File: config.mk
export PLATFORM = sky130hd
export DESIGN_NAME = seq_alu_param
export DESIGN_NICKNAME = d
export VERILOG_FILES = /design/src/rtl/seq_alu_param.sv
export SDC_FILE = /design/constraint.sdc
export NUM_CORES = 1
export LEC_CHECK = 0
export CAP_MARGIN = 10
export CORE_MARGIN = 8
export CORE_UTILIZATION = 60
export DETAILED_ROUTE_END_ITERATION = 7
export GPL_ROUTABILITY_DRIVEN = 0
export GPL_TIMING_DRIVEN = 0
export PLACE_DENSITY_LB_ADDON = 0.15
export REMOVE_ABC_BUFFERS = 1
export SLEW_MARGIN = 20
export SYNTH_ARGS = -nofsm -noshare
export SYNTH_HDL_FRONTEND = slang
export SYNTH_SLANG_ARGS = --single-unit
File: constraint.sdc
create_clock -name clk -period 6.6 [get_ports clk]
set_input_delay 0.99 -clock clk [delete_from_list [all_inputs] [get_ports clk]]
set_output_delay 0.99 -clock clk [all_outputs]
set_load 0.05 [all_outputs]
File: src/rtl/seq_alu_param.sv
// Multi-cycle signed ALU with a start/busy/done handshake. Multiply is a
// shift-add over WIDTH steps and divide is restoring over WIDTH steps.
module seq_alu_param #(
  parameter int WIDTH = 16
) (
  input  logic                 clk,
  input  logic                 reset,
  input  logic                 start,
  input  logic [3:0]           opcode,
  input  logic [WIDTH-1:0]     operand_a,
  input  logic [WIDTH-1:0]     operand_b,
  output logic                 busy,
  output logic                 done,
  output logic [2*WIDTH-1:0]   result,
  output logic                 zero,
  output logic                 carry,
  output logic                 err,
  output logic [1:0]           dbg_state
);

  localparam int CNT_W = $clog2(WIDTH) + 1;

  localparam logic [3:0] OP_ADD = 4'b0000;
  localparam logic [3:0] OP_SUB = 4'b0001;
  localparam logic [3:0] OP_MUL = 4'b0010;
  localparam logic [3:0] OP_DIV = 4'b0011;
  localparam logic [3:0] OP_AND = 4'b0100;
  localparam logic [3:0] OP_OR  = 4'b0101;
  localparam logic [3:0] OP_XOR = 4'b0110;
  localparam logic [3:0] OP_LLS = 4'b0111;
  localparam logic [3:0] OP_LRS = 4'b1000;
  localparam logic [3:0] OP_INC = 4'b1001;
  localparam logic [3:0] OP_DEC = 4'b1010;

  localparam logic [WIDTH-1:0] W_AMT  = WIDTH'(WIDTH);
  localparam logic [WIDTH:0]   ONE_W1 = (WIDTH+1)'(1);
  localparam logic [CNT_W-1:0] CNT_LD = CNT_W'(WIDTH);
  localparam logic [CNT_W-1:0] CNT_1  = CNT_W'(1);

  typedef enum logic [1:0] {
    S_IDLE = 2'd0,
    S_ITER = 2'd1,
    S_DONE = 2'd2
  } state_t;

  // Handshake: start is taken only on a rising edge where busy=0. busy stays
  // high from that edge through the done cycle; done is a one-cycle pulse
  // during which result/zero/carry/err are valid. They hold until the next done.

  state_t               state_q, state_d;
  logic [CNT_W-1:0]     cnt_q, cnt_d;
  logic [2*WIDTH-1:0]   acc_q, acc_d;
  logic [WIDTH-1:0]     mag_q, mag_d;
  logic                 is_div_q, is_div_d;
  logic                 neg_q, neg_d;
  logic                 rneg_q, rneg_d;
  logic [2*WIDTH-1:0]   result_q, result_d;
  logic                 zero_q, zero_d;
  logic                 carry_q, carry_d;
  logic                 err_q, err_d;

  function automatic logic [2*WIDTH-1:0] sext(input logic [WIDTH-1:0] v);
    return {{WIDTH{v[WIDTH-1]}}, v};
  endfunction

  logic [WIDTH-1:0]   mag_a, mag_b;
  logic [WIDTH:0]     sum_w, dif_w, inc_w, dec_w;
  logic [WIDTH-1:0]   alu_res;
  logic               alu_c, alu_err;
  logic [WIDTH:0]     mul_sum, div_trial;
  logic [2*WIDTH-1:0] mul_next, div_next, step_next;
  logic [2*WIDTH-1:0] prod_fin;
  logic [WIDTH-1:0]   quot_fin, rem_fin;
  logic               load_res;
  logic [2*WIDTH-1:0] res_new;
  logic               carry_new, err_new;

  always_comb begin
    mag_a = operand_a[WIDTH-1] ? -operand_a : operand_a;
    mag_b = operand_b[WIDTH-1] ? -operand_b : operand_b;
    sum_w = {1'b0, operand_a} + {1'b0, operand_b};
    dif_w = {1'b0, operand_a} - {1'b0, operand_b};
    inc_w = {1'b0, operand_a} + ONE_W1;
    dec_w = {1'b0, operand_a} - ONE_W1;

    alu_res = '0;
    alu_c   = 1'b0;
    alu_err = 1'b0;
    case (opcode)
      OP_ADD: begin alu_res = sum_w[WIDTH-1:0]; alu_c = sum_w[WIDTH]; end
      OP_SUB: begin alu_res = dif_w[WIDTH-1:0]; alu_c = dif_w[WIDTH]; end
      OP_INC: begin alu_res = inc_w[WIDTH-1:0]; alu_c = inc_w[WIDTH]; end
      OP_DEC: begin alu_res = dec_w[WIDTH-1:0]; alu_c = dec_w[WIDTH]; end
      OP_AND: alu_res = operand_a & operand_b;
      OP_OR:  alu_res = operand_a | operand_b;
      OP_XOR: alu_res = operand_a ^ operand_b;
      OP_LLS: alu_res = (operand_b >= W_AMT) ? '0 : (operand_a << operand_b);
      OP_LRS: alu_res = (operand_b >= W_AMT) ? '0 : (operand_a >> operand_b);
      default: alu_err = 1'b1;
    endcase
  end

  // acc holds {partial product, multiplier} for MUL and {remainder, quotient}
  // for DIV; mag holds the multiplicand or the divisor magnitude.
  always_comb begin
    mul_sum   = {1'b0, acc_q[2*WIDTH-1:WIDTH]} + (acc_q[0] ? {1'b0, mag_q} : '0);
    mul_next  = {mul_sum, acc_q[WIDTH-1:1]};
    div_trial = acc_q[2*WIDTH-1:WIDTH-1] - {1'b0, mag_q};
    if (div_trial[WIDTH]) begin
      div_next = {acc_q[2*WIDTH-2:0], 1'b0};
    end else begin
      div_next = {div_trial[WIDTH-1:0], acc_q[WIDTH-2:0], 1'b1};
    end
    step_next = is_div_q ? div_next : mul_next;
    prod_fin  = neg_q ? -step_next : step_next;
    quot_fin  = neg_q ? -step_next[WIDTH-1:0] : step_next[WIDTH-1:0];
    rem_fin   = rneg_q ? -step_next[2*WIDTH-1:WIDTH] : step_next[2*WIDTH-1:WIDTH];
  end

  always_comb begin
    state_d   = state_q;
    cnt_d     = cnt_q;
    acc_d     = acc_q;
    mag_d     = mag_q;
    is_div_d  = is_div_q;
    neg_d     = neg_q;
    rneg_d    = rneg_q;
    result_d  = result_q;
    zero_d    = zero_q;
    carry_d   = carry_q;
    err_d     = err_q;
    load_res  = 1'b0;
    res_new   = '0;
    carry_new = 1'b0;
    err_new   = 1'b0;

    case (state_q)
      S_IDLE: begin
        if (start) begin
          neg_d  = operand_a[WIDTH-1] ^ operand_b[WIDTH-1];
          rneg_d = operand_a[WIDTH-1];
          if (opcode == OP_MUL) begin
            is_div_d = 1'b0;
            acc_d    = {{WIDTH{1'b0}}, mag_b};
            mag_d    = mag_a;
            cnt_d    = CNT_LD;
            state_d  = S_ITER;
          end else if (opcode == OP_DIV && operand_b != '0) begin
            is_div_d = 1'b1;
            acc_d    = {{WIDTH{1'b0}}, mag_a};
            mag_d    = mag_b;
            cnt_d    = CNT_LD;
            state_d  = S_ITER;
          end else begin
            // Divide by zero lands here too: alu_err is set for OP_DIV.
            load_res  = 1'b1;
            res_new   = alu_err ? '0 : sext(alu_res);
            carry_new = alu_c;
            err_new   = alu_err;
            state_d   = S_DONE;
          end
        end
      end
      S_ITER: begin
        acc_d = step_next;
        cnt_d = cnt_q - CNT_1;
        if (cnt_q == CNT_1) begin
          load_res = 1'b1;
          res_new  = is_div_q ? {rem_fin, quot_fin} : prod_fin;
          state_d  = S_DONE;
        end
      end
      S_DONE: state_d = S_IDLE;
      default: state_d = S_IDLE;
    endcase

    if (load_res) begin
      result_d = res_new;
      zero_d   = (res_new == '0);
      carry_d  = carry_new;
      err_d    = err_new;
    end
  end

  always_ff @(posedge clk or negedge reset) begin
    if (!reset) begin
      state_q  <= S_IDLE;
      cnt_q    <= '0;
      acc_q    <= '0;
      mag_q    <= '0;
      is_div_q <= 1'b0;
      neg_q    <= 1'b0;
      rneg_q   <= 1'b0;
      result_q <= '0;
      zero_q   <= 1'b0;
      carry_q  <= 1'b0;
      err_q    <= 1'b0;
    end else begin
      state_q  <= state_d;
      cnt_q    <= cnt_d;
      acc_q    <= acc_d;
      mag_q    <= mag_d;
      is_div_q <= is_div_d;
      neg_q    <= neg_d;
      rneg_q   <= rneg_d;
      result_q <= result_d;
      zero_q   <= zero_d;
      carry_q  <= carry_d;
      err_q    <= err_d;
    end
  end

  assign busy      = (state_q != S_IDLE);
  assign done      = (state_q == S_DONE);
  assign result    = result_q;
  assign zero      = zero_q;
  assign carry     = carry_q;
  assign err       = err_q;
  assign dbg_state = state_q;

endmodule

==> results of run 1 <==
## area by class of cell
type | count | share of cell area, %
timing repair buffer | 91 | 7.06
clock inverter | 6 | 0.519
multi-input combinational | 1345 | 68.9
clock buffer | 10 | 1.67
tap | 275 | 2.50
inverter | 86 | 2.35
sequential | 93 | 17.0
## sequential cells by signal, summed over array words and instances, names as in the netlist
| name | flops |
|---|---|
| zero | 1 |
| result | 32 |
| dbg_state | 2 |
| acc_q | 32 |
| mag_q | 16 |
| err | 1 |
| carry | 1 |
| rneg_q | 1 |
| neg_q | 1 |
| cnt_q | 5 |
| is_div_q | 1 |
## synthesized netlist by cell type (11+ instances only)
cell,instances
a211oi_1,15
o21ai_0,115
nand3_1,34
nor3_1,52
a2111oi_0,11
buf_2,11
a21o_1,25
nand2_1,185
o22ai_1,26
and2_1,23
xor2_1,27
a31oi_1,13
ha_1,87
xnor2_1,80
o31ai_1,14
a21oi_1,133
and3_1,12
dfrtp_1,93
inv_1,80
o211ai_1,17
o221ai_1,14
nor2b_1,16
a221o_1,13
a221oi_1,13
mux4_2,25
buf_1,18
o21a_1,11
nand2b_1,13
mux2i_1,55
nor2_1,129
clkbuf_1,83
mux2_2,13
## report_power, final
part,switching [mW],internal (mW),leakage (nW)
Sequential,0.306,0.797,1.17
Combinational,2.55,1.55,4.55
Clock,0.248,0.299,0.145
## routing by layer
metal  GRT usage (%)  wire length [um]
met3            4.12              3720
met4            17.0              2220
met2            55.0             20600
met1            40.0             16200
met5               0                 0
## worst register-to-register path, cell delays in order, from the launching register on
cell       delay [ns]
dfrtp_1          0.41
inv_1            0.08
ha_1             0.23
fa_1             0.39
nand2b_1         0.19
a211o_1          0.33
a211oi_4         0.37
o211ai_4         0.19
a221o_1          0.39
nand3_1          0.28
inv_1            0.10
ha_1             0.28
nand2_1          0.06
o21ai_0          0.11
nand2_1          0.20
o2111ai_1        0.15
o31ai_1          0.51
and2_1           0.20
and4b_1          0.27
nand3_1          0.11
nor3_1           0.25
and4_1           0.23
o2111ai_1        0.11
nor3_1           0.23
nand4_1          0.17
o31ai_2          0.23
## cell families (layout without fill, tap and decap cells)
family	after synthesis	count (layout)	share of synthesized area [%]
xor gates and xnor gates	107	107	7.48
adders and majority gates	91	91	9.33
muxes	93	93	10.1
buffers and inverters	201	193	6.29
DFF	93	93	18.6
and+or+nand+nor	536	536	20.4
AOI/OAI and AO/OA	518	518	27.8
## worst max-delay path by stage
stage | startpoint | endpoint | slack (ns) | cells after the start
after floorplan | opcode[0] | acc_q[0]$_DFFE_PN0P_ | 1.45 | 6
after global placement | operand_b[0] | zero$_DFFE_PN0P_ | -1.87 | 16
after detailed placement | operand_b[3] | zero$_DFFE_PN0P_ | -0.03 | 17
after CTS | operand_b[3] | zero$_DFFE_PN0P_ | 0.34 | 17
after global routing | operand_b[3] | zero$_DFFE_PN0P_ | 0.08 | 17
final | acc_q[15]$_DFFE_PN0P_ | zero$_DFFE_PN0P_ | 0.45 | 25
## layout by cell type (no fill, tap or decap), types with 27 or more instances in the layout
cell	count
mux2i_1	55
dfrtp_1	92
clkdlybuf4s50_1	69
o21ai_0	115
nand3_1	34
a21oi_1	132
xor2_1	27
nor2_1	128
ha_1	87
nor3_1	50
inv_1	80
xnor2_1	80
nand2_1	184
## metrics by stage
stage          worst slack, ns  cell area, um^2
6_report                 0.454            13700
5_1_grt                 0.0775            13700
4_1_cts                  0.337            13700
3_5_place_dp           -0.0331            13400
3_3_place_gp             -1.87            13200
2_1_floorplan             1.45            12100
==> metrics.yaml, run 1 <==
cp_slowest_stage_delay_ns: 0.51
clk_latency_ns: 0.35
drive_above_1_share_pct: 7.30
postCtsSetupBuffers: 0
htreeDepth: 3
timing.rr.end: "zero$_DFFE_PN0P_"
critPathBufInv: 2
syn2layout_area_growth_pct: 9.79
max_freq_mhz: 163
finalCriticalPeriod_ns: 6.15
diodes: 0
vias: 13000
holdWs_ns: 0.474
p_total_mw: 5.75
slowest_stage: "o31ai_1"
root_buffer: "clkbuf_16"
synth_seq_cells: 93
core_area_um2: 20800
postCtsResizedCells: 0
via_per_inst: 6.83
hold_end: "result[22]$_DFFE_PN0P_"
crit_type: "reg -> reg"
finalHoldViolations: 0
hpwl_um: 31900
boundaryPins: 78
synth_area_um2: 12500
nFillCells: 1837
path_max_fanout: 8
clkTransAtPathRegs_ns: 0.07
status: "complete, no violations"
drtPass1Iterations: 5
post_drt_wl_per_cell_um: 22.4
skew_ns: 0.0154
wl_um: 42700
finalMaxSlewViolations: 0
io_buffer_count: 77
antenna_found_initial: 0
syn_avg_cell_area_um2: 7.64
antenna_left: 0
cts_hold_buffers: 0
synthCells: 1639
ys_types: 93
multiInputGateArea_um2: 9480
p_per_area_nw_per_um2: 418
worst_r2r_path_depth: 25
synth_warnings: 0
cts_made_buffers: 9
synth_area_leaders: "dfrtp_1 (19%), ha_1 (8.7%), xnor2_1 (5.6%), nand2_1 (5.5%), a21oi_1 (5.3%)"
tns_ns: 0
ys.flop_type: "dfrtp_1"
rsz0062_at_grt: "no"
setup-violations-final: 0
grt_overflow: 0
cts.sinks: 93
gr-usage-all-layers_pct: 32.5
die_y_um: 160
die_area_um2: 25700
async_flop_share_pct: 100
synth_largest_area_cell: "dfrtp_1"
crit_path_start_kind: "register"
synth_edf_count: 0
die_w_um: 160
holdCritStartpoint: "result[22]$_DFFE_PN0P_"
arrival_ns: 6.41
finish.utilization_pct: 66.2
clock_path_buffers: 2
r2r_slack_ns: 0.45
leakagePower_nw: 5.87
cp_top_family: "compound AO/OA/AOI/OAI gates"
ir_drop_v: 0.000212
post-route-period-util_pct: 93.1
crit-reg2reg-launch: "acc_q[15]$_DFFE_PN0P_"
start_util_pct: 60.3
seq_area_frac_synth_pct: 18.6
grt_pass1_wl_um: 68500
final_nets: 1756
drc: 0
regArea_um2: 2330
maxCapViolCount: 0
grt_pass1_vias: 12400
hold_path.class: "reg -> reg"
timing.hold.worst_path_depth: 2
max_slew_margin_pct: 17.6
dp_cells: 1890
cts_tree: "done"
end_kind: "register"
synth_top_area_share_pct: 18.6
critPathRequiredTime_ns: 6.87
grt_max_degree: 66
fin_cells: 1906
drtIter0Drc: 1341
tightest_slew_ns: 1.23
num_rows: 53
Note: power is estimated with default switching activity, not from simulation.
==> run 2: changes to the inputs <==
--- a/config.mk
+++ b/config.mk
@@ -5,6 +5,7 @@
 export SDC_FILE = /design/constraint.sdc
 export NUM_CORES = 1
 export LEC_CHECK = 0
+export ABC_CLOCK_PERIOD_IN_PS = 6600
 export CAP_MARGIN = 10
 export CORE_MARGIN = 8
 export CORE_UTILIZATION = 60
==> results of run 2 <==
Final layout, timing and power as in run 1 (identical DEF).
